<file path="src/rtl/pipeline_ctrl.sv">
// Pipeline advance controller for the 5-stage LC-3b pipe: turns hazard requests and
// memory handshakes into per-stage load enables, NOP selects and a stall-cycle count.
module pipeline_ctrl #(
  parameter int CNT_WIDTH = 16
) (
  input  logic                 clk,
  input  logic                 reset,
  input  logic                 gen_bubble,
  input  logic                 squash_ID,
  input  logic                 imem_resp,
  input  logic [1:0]           mem_op,
  input  logic                 mem_is_write,
  input  logic                 dmem_resp,
  output logic                 pc_load,
  output logic                 if_id_load,
  output logic                 id_ex_load,
  output logic                 ex_mem_load,
  output logic                 mem_wb_load,
  output logic                 if_id_sel_nop,
  output logic                 id_ex_sel_nop,
  output logic                 ifbuf_load,
  output logic                 ifbuf_sel,
  output logic                 imem_read,
  output logic                 dmem_read,
  output logic                 dmem_write,
  output logic                 indirect_phase,
  output logic [CNT_WIDTH-1:0] stall_cycles
);

  // Memory handshakes are request-held-until-response: a request stays asserted
  // until the single-cycle resp pulse; the pulse completes that access.
  typedef enum logic {MS_FIRST, MS_SECOND} mem_state_t;

  mem_state_t mem_state;
  logic       fetch_done;
  logic       mem_stall;
  logic       fetch_ok;

  always_comb begin
    pc_load        = 1'b0;
    if_id_load     = 1'b0;
    id_ex_load     = 1'b0;
    ex_mem_load    = 1'b0;
    mem_wb_load    = 1'b0;
    if_id_sel_nop  = 1'b0;
    id_ex_sel_nop  = 1'b0;
    ifbuf_load     = 1'b0;
    ifbuf_sel      = 1'b0;
    imem_read      = 1'b0;
    dmem_read      = 1'b0;
    dmem_write     = 1'b0;
    indirect_phase = 1'b0;
    mem_stall      = 1'b0;
    fetch_ok       = 1'b0;
    if (!reset) begin
      fetch_ok  = imem_resp | fetch_done;
      imem_read = !fetch_done;
      ifbuf_sel = fetch_done;
      case (mem_state)
        MS_FIRST: begin
          if (mem_op == 2'b01) begin
            dmem_write = mem_is_write;
            dmem_read  = !mem_is_write;
            mem_stall  = !dmem_resp;
          end else if (mem_op == 2'b10) begin
            // Pointer fetch never releases the pipe; the final access still follows.
            dmem_read = 1'b1;
            mem_stall = 1'b1;
          end
        end
        MS_SECOND: begin
          indirect_phase = 1'b1;
          dmem_write     = mem_is_write;
          dmem_read      = !mem_is_write;
          mem_stall      = !dmem_resp;
        end
        default: ;
      endcase

      if (mem_stall) begin
        pc_load = 1'b0;
      end else if (squash_ID) begin
        id_ex_sel_nop = 1'b1;
        id_ex_load    = 1'b1;
        ex_mem_load   = 1'b1;
        mem_wb_load   = 1'b1;
        if_id_load    = 1'b1;
        pc_load       = fetch_ok;
        if_id_sel_nop = !fetch_ok;
      end else if (gen_bubble) begin
        id_ex_sel_nop = 1'b1;
        id_ex_load    = 1'b1;
        ex_mem_load   = 1'b1;
        mem_wb_load   = 1'b1;
      end else if (!fetch_ok) begin
        if_id_load    = 1'b1;
        if_id_sel_nop = 1'b1;
        id_ex_load    = 1'b1;
        ex_mem_load   = 1'b1;
        mem_wb_load   = 1'b1;
      end else begin
        pc_load     = 1'b1;
        if_id_load  = 1'b1;
        id_ex_load  = 1'b1;
        ex_mem_load = 1'b1;
        mem_wb_load = 1'b1;
      end

      // Park a fetched word that IF/ID cannot take this cycle.
      ifbuf_load = imem_resp & !fetch_done & !if_id_load;
    end
  end

  always_ff @(posedge clk or posedge reset) begin
    if (reset) begin
      mem_state    <= MS_FIRST;
      fetch_done   <= 1'b0;
      stall_cycles <= '0;
    end else begin
      case (mem_state)
        MS_FIRST:  if (mem_op == 2'b10 && dmem_resp) mem_state <= MS_SECOND;
        MS_SECOND: if (dmem_resp) mem_state <= MS_FIRST;
        default:   mem_state <= MS_FIRST;
      endcase
      if (pc_load)
        fetch_done <= 1'b0;
      else if (ifbuf_load)
        fetch_done <= 1'b1;
      if (!pc_load && stall_cycles != '1)
        stall_cycles <= stall_cycles + {{(CNT_WIDTH-1){1'b0}}, 1'b1};
    end
  end

endmodule

</file>
<file path="config.mk">
export PLATFORM = sky130hd
export DESIGN_NAME = pipeline_ctrl
export DESIGN_NICKNAME = d
export VERILOG_FILES = /design/src/rtl/pipeline_ctrl.sv
export SDC_FILE = /design/constraint.sdc
export NUM_CORES = 1
export LEC_CHECK = 0
export ABC_AREA = 1
export CAP_MARGIN = 20
export CORE_AREA = 2 2 53 55
export CTS_BUF_LIST = sky130_fd_sc_hd__clkbuf_8 sky130_fd_sc_hd__clkbuf_16
export DETAILED_ROUTE_END_ITERATION = 6
export DIE_AREA = 0 0 55 57
export HOLD_SLACK_MARGIN = 0.05
export PLACE_DENSITY = 0.88
export SLEW_MARGIN = 0
export SYNTH_ARGS = -nofsm -noshare
export SYNTH_HDL_FRONTEND = slang
export SYNTH_SLANG_ARGS = --single-unit
</file>
<file path="constraint.sdc">
create_clock -name clk -period 3.65 [get_ports clk]
set_clock_uncertainty 0.05 [all_clocks]
set_input_delay 0.365 -clock clk [delete_from_list [all_inputs] [get_ports clk]]
set_output_delay 0.365 -clock clk [all_outputs]
set_load 0.005 [all_outputs]
</file>
==> results of run 1 <==
[logic make-up (layout without fill, tap and decap cells)]
group                      Yosys count  after routing  synth area share (%)
and+or+nand+nor                    118            118                 45.24
buffers and inverters               22             59                 8.602
DFF                                 18             18                 36.44
xor gates and xnor gates             8              8                 5.668
AOI/OAI and AO/OA                    7              7                 3.037
adders and majority gates            1              1                 1.012
[registers in the layout (all words and copies together), names as in the netlist]
register and count:
fetch_done 1, mem_state 1, stall_cycles 16
[cells in the final DEF (no fill, tap or decap), drive strengths merged]
cell type and n:
a21oi 2, and2 2, and3 1, buf 1, clkbuf 4, clkdlybuf4s50 37
dfrtp 18, ha 1, inv 17, nand2 79, nand3 9, nand3b 4
nand4 3, nor2 15, nor3 3, nor3b 2, o21a 1, o21ai 4
xnor2 6, xor2 2
[routing by layer]
| layer | routed length (microns) | part of all wire, % | GRT usage [%] | vias to the layer above |
|---|---|---|---|---|
| li1 | - | - | - | 612 |
| met1 | 1197 | 45 | 25.56 | 556 |
| met2 | 1277 | 48 | 32.82 | 33 |
| met3 | 127 | 4.8 | 3.403 | 5 |
| met4 | 45 | 1.7 | 8.014 | 0 |
| met5 | 0 | 0 | 0 | - |
[per-stage QoR]
stage | cell area (sq um) | hold WS [ns] | total power [mW] | worst slack [ns] | utilization, %
after floorplan | 1236 | 0.4009 | 0.4452 | 1.870 | -
after global placement | 1610 | 0.4146 | 0.5729 | 1.119 | 61.58
after detailed placement | 1610 | 0.4173 | 0.5750 | 1.070 | 61.58
after CTS | 1665 | 0.4330 | 0.7433 | 1.066 | 63.68
after global routing | 1665 | 0.4588 | 0.7879 | 0.8846 | 63.68
final | 1665 | 0.4312 | 0.7342 | 1.101 | 63.68
[where the power goes]
| part | internal, mW | total, mW | switching [mW] |
|---|---|---|---|
| Clock | 0.0960 | 0.164 | 0.0684 |
| Sequential | 0.241 | 0.304 | 0.0627 |
| Combinational | 0.151 | 0.266 | 0.116 |
[area by class of cell]
class / instances / share of cell area (%)
clock buffer: 4 / 3.306
multi-input combinational: 134 / 40.80
timing repair buffer: 38 / 22.69
sequential: 18 / 27.05
inverter: 17 / 3.832
tap: 31 / 2.329
[how the worst max path moves through the flow]
stage / start / to / slack (ns) / depth (start not counted)
finish: reset / pc_load / 1.10 / 5
global route: reset / pc_load / 0.88 / 5
CTS: reset / pc_load / 1.07 / 5
detailed placement: reset / pc_load / 1.07 / 5
global placement: reset / pc_load / 1.12 / 5
floorplan: reset / stall_cycles[5] / 1.87 / 8
==> results.py, run 1 <==
metrics = {
    "outcome": {
        "outcome": "completed",
    },
    "sta": {
        "fmax_mhz": 392.3,
        "fin_crit_ns": 2.549,
        "slew_headroom_pct": 72.23,
        "finalSetupViolCount": 0,
        "timing.final.crit_share_pct": 69.83,
        "hold_viol": 0,
        "grt_setup_unrepaired": "false",
        "tightest_slew_ns": 0.4160,
        "slew_violations": 0,
        "setup_tns_ns": 0,
    },
    "critical_path": {
        "crit_slowest_cell": "clkdlybuf4s50_1",
        "worstSetupStartpointType": "input port",
        "reg2reg_from": "stall_cycles[0]",
        "critical_path_buf_inv_count": 4,
        "cp_max_fo": 12,
        "regToRegSetupSlack_ns": 1.89,
        "path_class": "in -> out",
        "endpoint_kind": "primary output",
        "arrival_ns": 2.13,
        "reg2reg_depth": 8,
        "cp.required_ns": 3.23,
        "path_cells": "clkdlybuf4s50_1, inv_1, nand3_2, inv_1, clkdlybuf4s50_1",
        "reg2reg_to": "stall_cycles[13]",
        "slowest_delay_ns": 0.53,
        "cp_top_family": "buffers and inverters",
    },
    "grt": {
        "grt.total_usage_pct": 19.96,
        "grt_overflow": 0,
        "grt_max_degree": 19,
        "grt_pass1_vias": 1088,
        "antenna_found_initial": 0,
        "grt_pass1_wl_mm": 4.616,
    },
    "yosys": {
        "yosysUniqueCellTypes": 28,
        "synth.avg_cell_area_sq_um": 7.105,
        "ys_warn_count": 0,
        "netlist.area_leader.share_pct": 36.44,
        "async_flop_share_pct": 100.0,
        "synthTopCellsByArea": "dfrtp_1 (36%), nand2_1 (24%), inv_1 (4.9%), xnor2_1 (4.3%), nor2_1 (3.9%)",
        "syn_area_sq_um": 1236,
        "synth_nets": 184,
        "syn-instance-count": 174,
        "synth-edff-count": 0,
        "ys_ff_latch": 18,
        "synth_ff_type": "dfrtp_1",
        "synth_top_area_cell": "dfrtp_1",
        "synth_most_common_cell": "nand2_1",
        "ys_seq_area_share_pct": 36.44,
        "synthTopCellsByCount": "nand2_1 (78), dfrtp_1 (18), inv_1 (16)",
    },
    "worst_hold_path": {
        "min-delay-start": "mem_state",
        "hold_end": "mem_state",
        "holdPathStages": 1,
        "hp-class": "reg -> reg",
    },
    "floorplanning": {
        "fp-row-count": 19,
        "die_w_microns": 55,
        "dieArea_sq_um": 3135,
        "design.core.area_sq_um": 2615,
        "start_util_pct": 47.27,
        "die_h_microns": 57,
        "pin_count": 38,
    },
    "clocking": {
        "max-clock-path-buffers": 2,
        "cts_tree": "done",
        "numCtsBuffers": 3,
        "clock-sinks": 18,
        "cts-resized-gates": 0,
        "clkTransAtPathRegs_ns": 0.07,
        "hold_buffers": 0,
        "cts_setup_buffers": 0,
        "clkLatencyLatePin_ns": 0.26,
        "h-tree-depth": 1,
        "root_buffer": "clkbuf_8",
    },
    "placed_design": {
        "gp_congestion": 0.8274,
        "portBuffers": 37,
        "dp_cells": 238,
        "place_hpwl_mm": 2.040,
    },
    "layout": {
        "antenna_cells": 0,
        "layout.nets": 222,
        "stdcell_count": 242,
        "area_growth_pct": 34.72,
        "regArea_sq_um": 450.4,
        "n_fill_cell": 244,
        "drive_gt1_share_pct": 6.161,
        "multi_input_area_sq_um": 679.4,
    },
    "detailed_routing": {
        "drt-pass1-iter-count": 4,
        "ant_nets": 0,
        "post_drt_wl_per_cell_microns": 10.94,
        "drt-total-wl_mm": 2.648,
        "via_per_inst": 4.983,
        "num_vias": 1206,
        "drc": 0,
        "drt_iter0_markers": 25,
    },
    "job": {
        "maxCapViolCount": 0,
    },
    "pwr": {
        "ir_drop_v": 0.0003885,
        "powerDensity_nw_per_um2": 440.8,
        "p_leak_nw": 0.8289,
    },
}
Note: power is estimated with default switching activity, not from simulation.
==> run 2, diff against run 1 <==
CORE_AREA = 2 2 58 60   (was 2 2 53 55)
DIE_AREA = 0 0 60 62   (was 0 0 55 57)
PLACE_DENSITY = 0.78   (was 0.88)
clock period = 2.2 ns   (was 3.65 ns; I/O delays follow)
==> run 2 against run 1 <==
  * Sequential power is 65% higher
  * Highest routed layer unchanged
  * Global-route usage is 4.3 points lower
  * Critical path depth is 3 higher
  * Count of clock-buffer cells in the layout is 1 lower
  * Register-to-register slack worse by 1.4 ns
==> results.py, run 2 (synthesized netlist as in run 1, its figures left out) <==
metrics = {
    "outcome": {
        "outcome": "completed",
    },
    "floorplanning": {
        "start_util_pct": 38.88,
        "die_h_microns": 62,
        "design.core.area_sq_um": 3179,
        "fp-row-count": 21,
        "dieArea_sq_um": 3720,
        "die_w_microns": 60,
        "pin_count": 38,
    },
    "detailed_routing": {
        "post_drt_wl_per_cell_microns": 10.22,
        "ant_nets": 0,
        "num_vias": 1164,
        "drc": 0,
        "via_per_inst": 4.512,
        "drt-total-wl_mm": 2.637,
        "drt_iter0_markers": 48,
        "drt-pass1-iter-count": 4,
    },
    "sta": {
        "slew_headroom_pct": 76.13,
        "tightest_slew_ns": 0.3560,
        "hold_viol": 0,
        "fin_crit_ns": 2.105,
        "whs_ns": 0.4267,
        "setup_tns_ns": 0,
        "slew_violations": 0,
        "fmax_mhz": 475.0,
        "grt_setup_unrepaired": "false",
        "finalSetupViolCount": 0,
        "timing.final.crit_share_pct": 95.69,
    },
    "grt": {
        "grt.total_usage_pct": 15.65,
        "grt_pass1_vias": 1033,
        "grt_overflow": 0,
        "grt_pass1_wl_mm": 4.353,
        "grt_max_degree": 19,
        "antenna_found_initial": 0,
    },
    "pwr": {
        "ir_drop_v": 0.0005522,
        "pwr-share-comb_pct": 38.0,
        "p_leak_nw": 0.8307,
        "p_clk_share_pct": 19.2,
        "switching_power_mw": 0.3985,
        "switching_share_pct": 33.92,
        "seqPwrFrac_pct": 42.8,
        "powerDensity_nw_per_um2": 696.9,
        "cell_internal_pwr_mw": 0.7761,
        "total_power_mw": 1.175,
    },
    "layout": {
        "stdcell_area_sq_um": 1685,
        "largest_reg_flops": 16,
        "area_growth_pct": 36.34,
        "layout_common_cells": "nand2_1 (78), clkdlybuf4s50_1 (37), dfrtp_1 (18)",
        "final_common_cell": "nand2_1",
        "regMostFlops": "stall_cycles",
        "drive_gt1_share_pct": 6.604,
        "layout.nets": 224,
        "largestRegisters": "stall_cycles (16), fetch_done (1), mem_state (1)",
        "antenna_cells": 0,
    },
    "clocking": {
        "clkLatencyLatePin_ns": 0.25,
        "numCtsBuffers": 3,
        "max-clock-path-buffers": 2,
        "clkTransAtPathRegs_ns": 0.06,
        "h-tree-depth": 1,
        "cts_tree": "done",
        "root_buffer": "clkbuf_8",
        "hold_buffers": 0,
        "clock-sinks": 18,
    },
    "critical_path": {
        "arrival_ns": 1.84,
        "slowest_delay_ns": 0.52,
        "cp_max_fo": 3,
        "path_class": "in -> out",
        "endpoint_kind": "primary output",
        "path_cells": "clkdlybuf4s50_1, inv_1, nand2_1, nand3_1, nand2_1, o21ai_1, nor3b_1, clkdlybuf4s50_1",
        "crit_slowest_cell": "clkdlybuf4s50_1",
        "cp.required_ns": 1.93,
        "worstSetupStartpointType": "input port",
    },
    "placed_design": {
        "placed_area_sq_um": 1644,
        "gp_congestion": 0.8576,
        "portBuffers": 37,
        "place_hpwl_mm": 2.031,
    },
    "job": {
        "maxCapViolCount": 0,
    },
    "worst_hold_path": {
        "hp-class": "reg -> reg",
    },
}
-- run 2: timing repair --
| item | CTS | global route |
|---|---|---|
| buffers inserted | 0 | 0 |
| gates resized for setup | 0 | 1 |
| endpoints found under the setup margin | 0 | 2 |
-- run 2: cell type report --
type / instances / area (sq um)
fill: 318 / 1494
multi-input combinational: 134 / 679.4
tap: 46 / 57.56
clock buffer: 3 / 41.29
sequential: 18 / 450.4
timing repair buffer: 40 / 392.9
inverter: 17 / 63.81
-- run 2: worst max-delay path: cells and delay by family --
kind                   cells  cell delay [ns]
AOI/OAI and AO/OA          1             0.10
and+or+nand+nor            4             0.46
buffers and inverters      3             1.07
-- run 2: worst paths after layout --
check	cells after the start	startpoint	slack (ns)	endpoint
min	1	mem_state	0.43	mem_state
max	8	mem_op[1]	0.09	if_id_sel_nop
min in group asynchronous	3	reset	0.55	stall_cycles[11]
min reg2reg	1	mem_state	0.43	mem_state
max reg2reg	8	stall_cycles[0]	0.46	stall_cycles[4]
max in group asynchronous	3	reset	1.36	stall_cycles[6]
-- run 2: routing by layer --
layer	share of wire (%)	track usage [%]
met5	0	0
met4	1.9	7.937
met3	4.6	2.070
met2	44	26.24
met1	50	19.87
-- run 2: power by group through the flow --
stage	Sequential [mW]	Clock [mW]	Combinational, mW
3_3_place_gp	0.507	0	0.446
5_1_grt	0.516	0.247	0.499
2_1_floorplan	0.496	0	0.242
4_1_cts	0.504	0.237	0.455
6_report	0.502	0.226	0.446
3_5_place_dp	0.507	0	0.455
-- run 2: per-stage QoR --
step | worst slack (ns) | std cells | utilization, %
finish | 0.09493 | 258 | 53.01
global route | 0.01251 | 258 | 53.01
CTS | 0.05914 | 258 | 53.01
detailed placement | 0.06704 | 255 | 51.71
global placement | 0.09608 | 255 | 51.71
floorplan | 0.5647 | 174 | -
==> run 3, diff against run 2 <==
GPL_ROUTABILITY_DRIVEN = 0   (was default)
GPL_TIMING_DRIVEN = 0   (was default)
==> run 3 against run 2 <==
  * Critical path depth up 1
  * Non-clock buffer count up 2
  * First-iteration DRC count is 56% lower
  * Maximum frequency up 1.8%
  * Largest power group unchanged
  * Clock power grew 21%
==> results.py, run 3 (synthesized netlist as in run 1, its figures left out) <==
metrics = {
    "layout": {
        "regMostFlops": "stall_cycles",
        "post-route-util_pct": 54.58,
        "multi_input_area_sq_um": 689.4,
        "n_fill_cell": 311,
        "area_growth_pct": 40.38,
        "final_common_cell": "nand2_1",
        "drive_gt1_share_pct": 8.837,
        "layout_common_cells": "nand2_1 (77), clkdlybuf4s50_1 (35), dfrtp_1 (18)",
        "largestRegisters": "stall_cycles (16), fetch_done (1), mem_state (1)",
        "layout.nets": 226,
        "stdcell_area_sq_um": 1735,
        "largest_reg_flops": 16,
        "regArea_sq_um": 450.4,
        "antenna_cells": 0,
    },
    "sta": {
        "tightest_slew_ns": 0.8081,
        "hold_viol": 0,
        "fin_crit_ns": 2.067,
        "setup_tns_ns": 0,
        "slew_violations": 0,
        "finalSetupViolCount": 0,
        "whs_ns": 0.3605,
        "timing.final.crit_share_pct": 93.95,
        "slew_headroom_pct": 45.95,
        "fmax_mhz": 483.8,
    },
    "clocking": {
        "clkLatencyLatePin_ns": 0.26,
        "numCtsBuffers": 3,
        "max-clock-path-buffers": 2,
        "root_buffer": "clkbuf_8",
        "clock-sinks": 18,
        "h-tree-depth": 1,
        "cts_setup_buffers": 0,
        "clkTransAtPathRegs_ns": 0.07,
        "cts_tree": "done",
    },
    "grt": {
        "grt_overflow": 0,
        "grt_max_degree": 19,
        "grt_pass1_wl_mm": 4.284,
        "antenna_found_initial": 0,
        "grt_pass1_vias": 994,
        "grt.total_usage_pct": 15.72,
    },
    "floorplanning": {
        "design.core.area_sq_um": 3179,
        "start_util_pct": 38.88,
        "die_w_microns": 60,
        "dieArea_sq_um": 3720,
        "die_h_microns": 62,
        "pin_count": 38,
        "fp-row-count": 21,
    },
    "critical_path": {
        "endpoint_kind": "primary output",
        "cp.required_ns": 1.93,
        "worstSetupStartpointType": "input port",
        "arrival_ns": 1.80,
        "path_class": "in -> out",
        "cp_max_fo": 3,
    },
    "placed_design": {
        "placed_area_sq_um": 1654,
        "portBuffers": 36,
        "place_hpwl_mm": 1.978,
    },
    "job": {
        "maxCapViolCount": 0,
    },
    "detailed_routing": {
        "post_drt_wl_per_cell_microns": 10.06,
        "drc": 0,
        "drt-total-wl_mm": 2.625,
        "ant_nets": 0,
        "drt_iter0_markers": 21,
        "drt-pass1-iter-count": 4,
        "via_per_inst": 4.437,
        "num_vias": 1158,
    },
    "pwr": {
        "powerDensity_nw_per_um2": 709.0,
        "ir_drop_v": 0.0006320,
        "p_leak_nw": 0.8634,
    },
    "outcome": {
        "outcome": "completed",
    },
    "worst_hold_path": {
        "hp-class": "in -> reg",
    },
}
[run 3: cell type report]
| type | instances | area share [%] |
|---|---|---|
| Inverter | 17 | 3.893 |
| Timing Repair Buffer | 37 | 21.49 |
| Clock buffer | 4 | 3.172 |
| Tap cell | 46 | 3.317 |
| Sequential cell | 18 | 25.96 |
| Multi-Input combinational cell | 134 | 39.73 |
| Buffer | 5 | 2.451 |
[run 3: layer usage]
metal / wire length [microns] / global-route usage (%) / up-vias
li1: - / - / 625
met1: 1256 / 19.58 / 501
met2: 1174 / 25.31 / 26
met3: 134 / 2.692 / 6
met4: 60 / 10.16 / 0
met5: 0 / 0 / -
[run 3: power by group]
group / internal [mW] / total, mW / leakage (nW) / switching, mW
Sequential: 0.400 / 0.500 / 0.238 / 0.101
Combinational: 0.262 / 0.457 / 0.596 / 0.196
Clock: 0.159 / 0.273 / 0.0288 / 0.114
Total: 0.821 / 1.23 / 0.863 / 0.410
[run 3: worst paths after layout]
check | start | endpoint | slack [ns] | depth (start not counted)
setup reg to reg | stall_cycles[0] | stall_cycles[9] | 0.51 | 9
max in group asynchronous | reset | stall_cycles[6] | 0.86 | 3
setup / recovery | mem_op[1] | id_ex_load | 0.13 | 9
hold / removal | reset | fetch_done | 0.36 | 4
min in group asynchronous | reset | stall_cycles[12] | 0.74 | 3
hold reg to reg | mem_state | mem_state | 0.43 | 1
[run 3: repair_timing]
| action | 4_1_cts | 5_1_grt |
|---|---|---|
| hold buffers | 1 | 0 |
| endpoints found under the hold margin | 18 | 0 |
| pin swaps | 0 | 1 |
| endpoints found under the setup margin | 2 | 5 |
| gates resized for setup | 2 | 3 |
[run 3: worst max-delay path: stages]
cell,delay [ns]
clkdlybuf4s50_1,0.49
inv_1,0.05
nand2_1,0.07
nand3_1,0.10
nand2_2,0.12
nand2_1,0.08
inv_1,0.09
buf_4,0.10
clkdlybuf4s50_1,0.48
[run 3: metrics by stage]
stage | setup slack [ns] | instances | total power, mW
after global routing | -0.005054 | 261 | 1.318
final | 0.1331 | 261 | 1.230
after CTS | 0.03815 | 261 | 1.240
after global placement | -0.002352 | 256 | 0.9569
after floorplan | 0.5647 | 174 | 0.7386
after detailed placement | -0.03779 | 256 | 0.9594
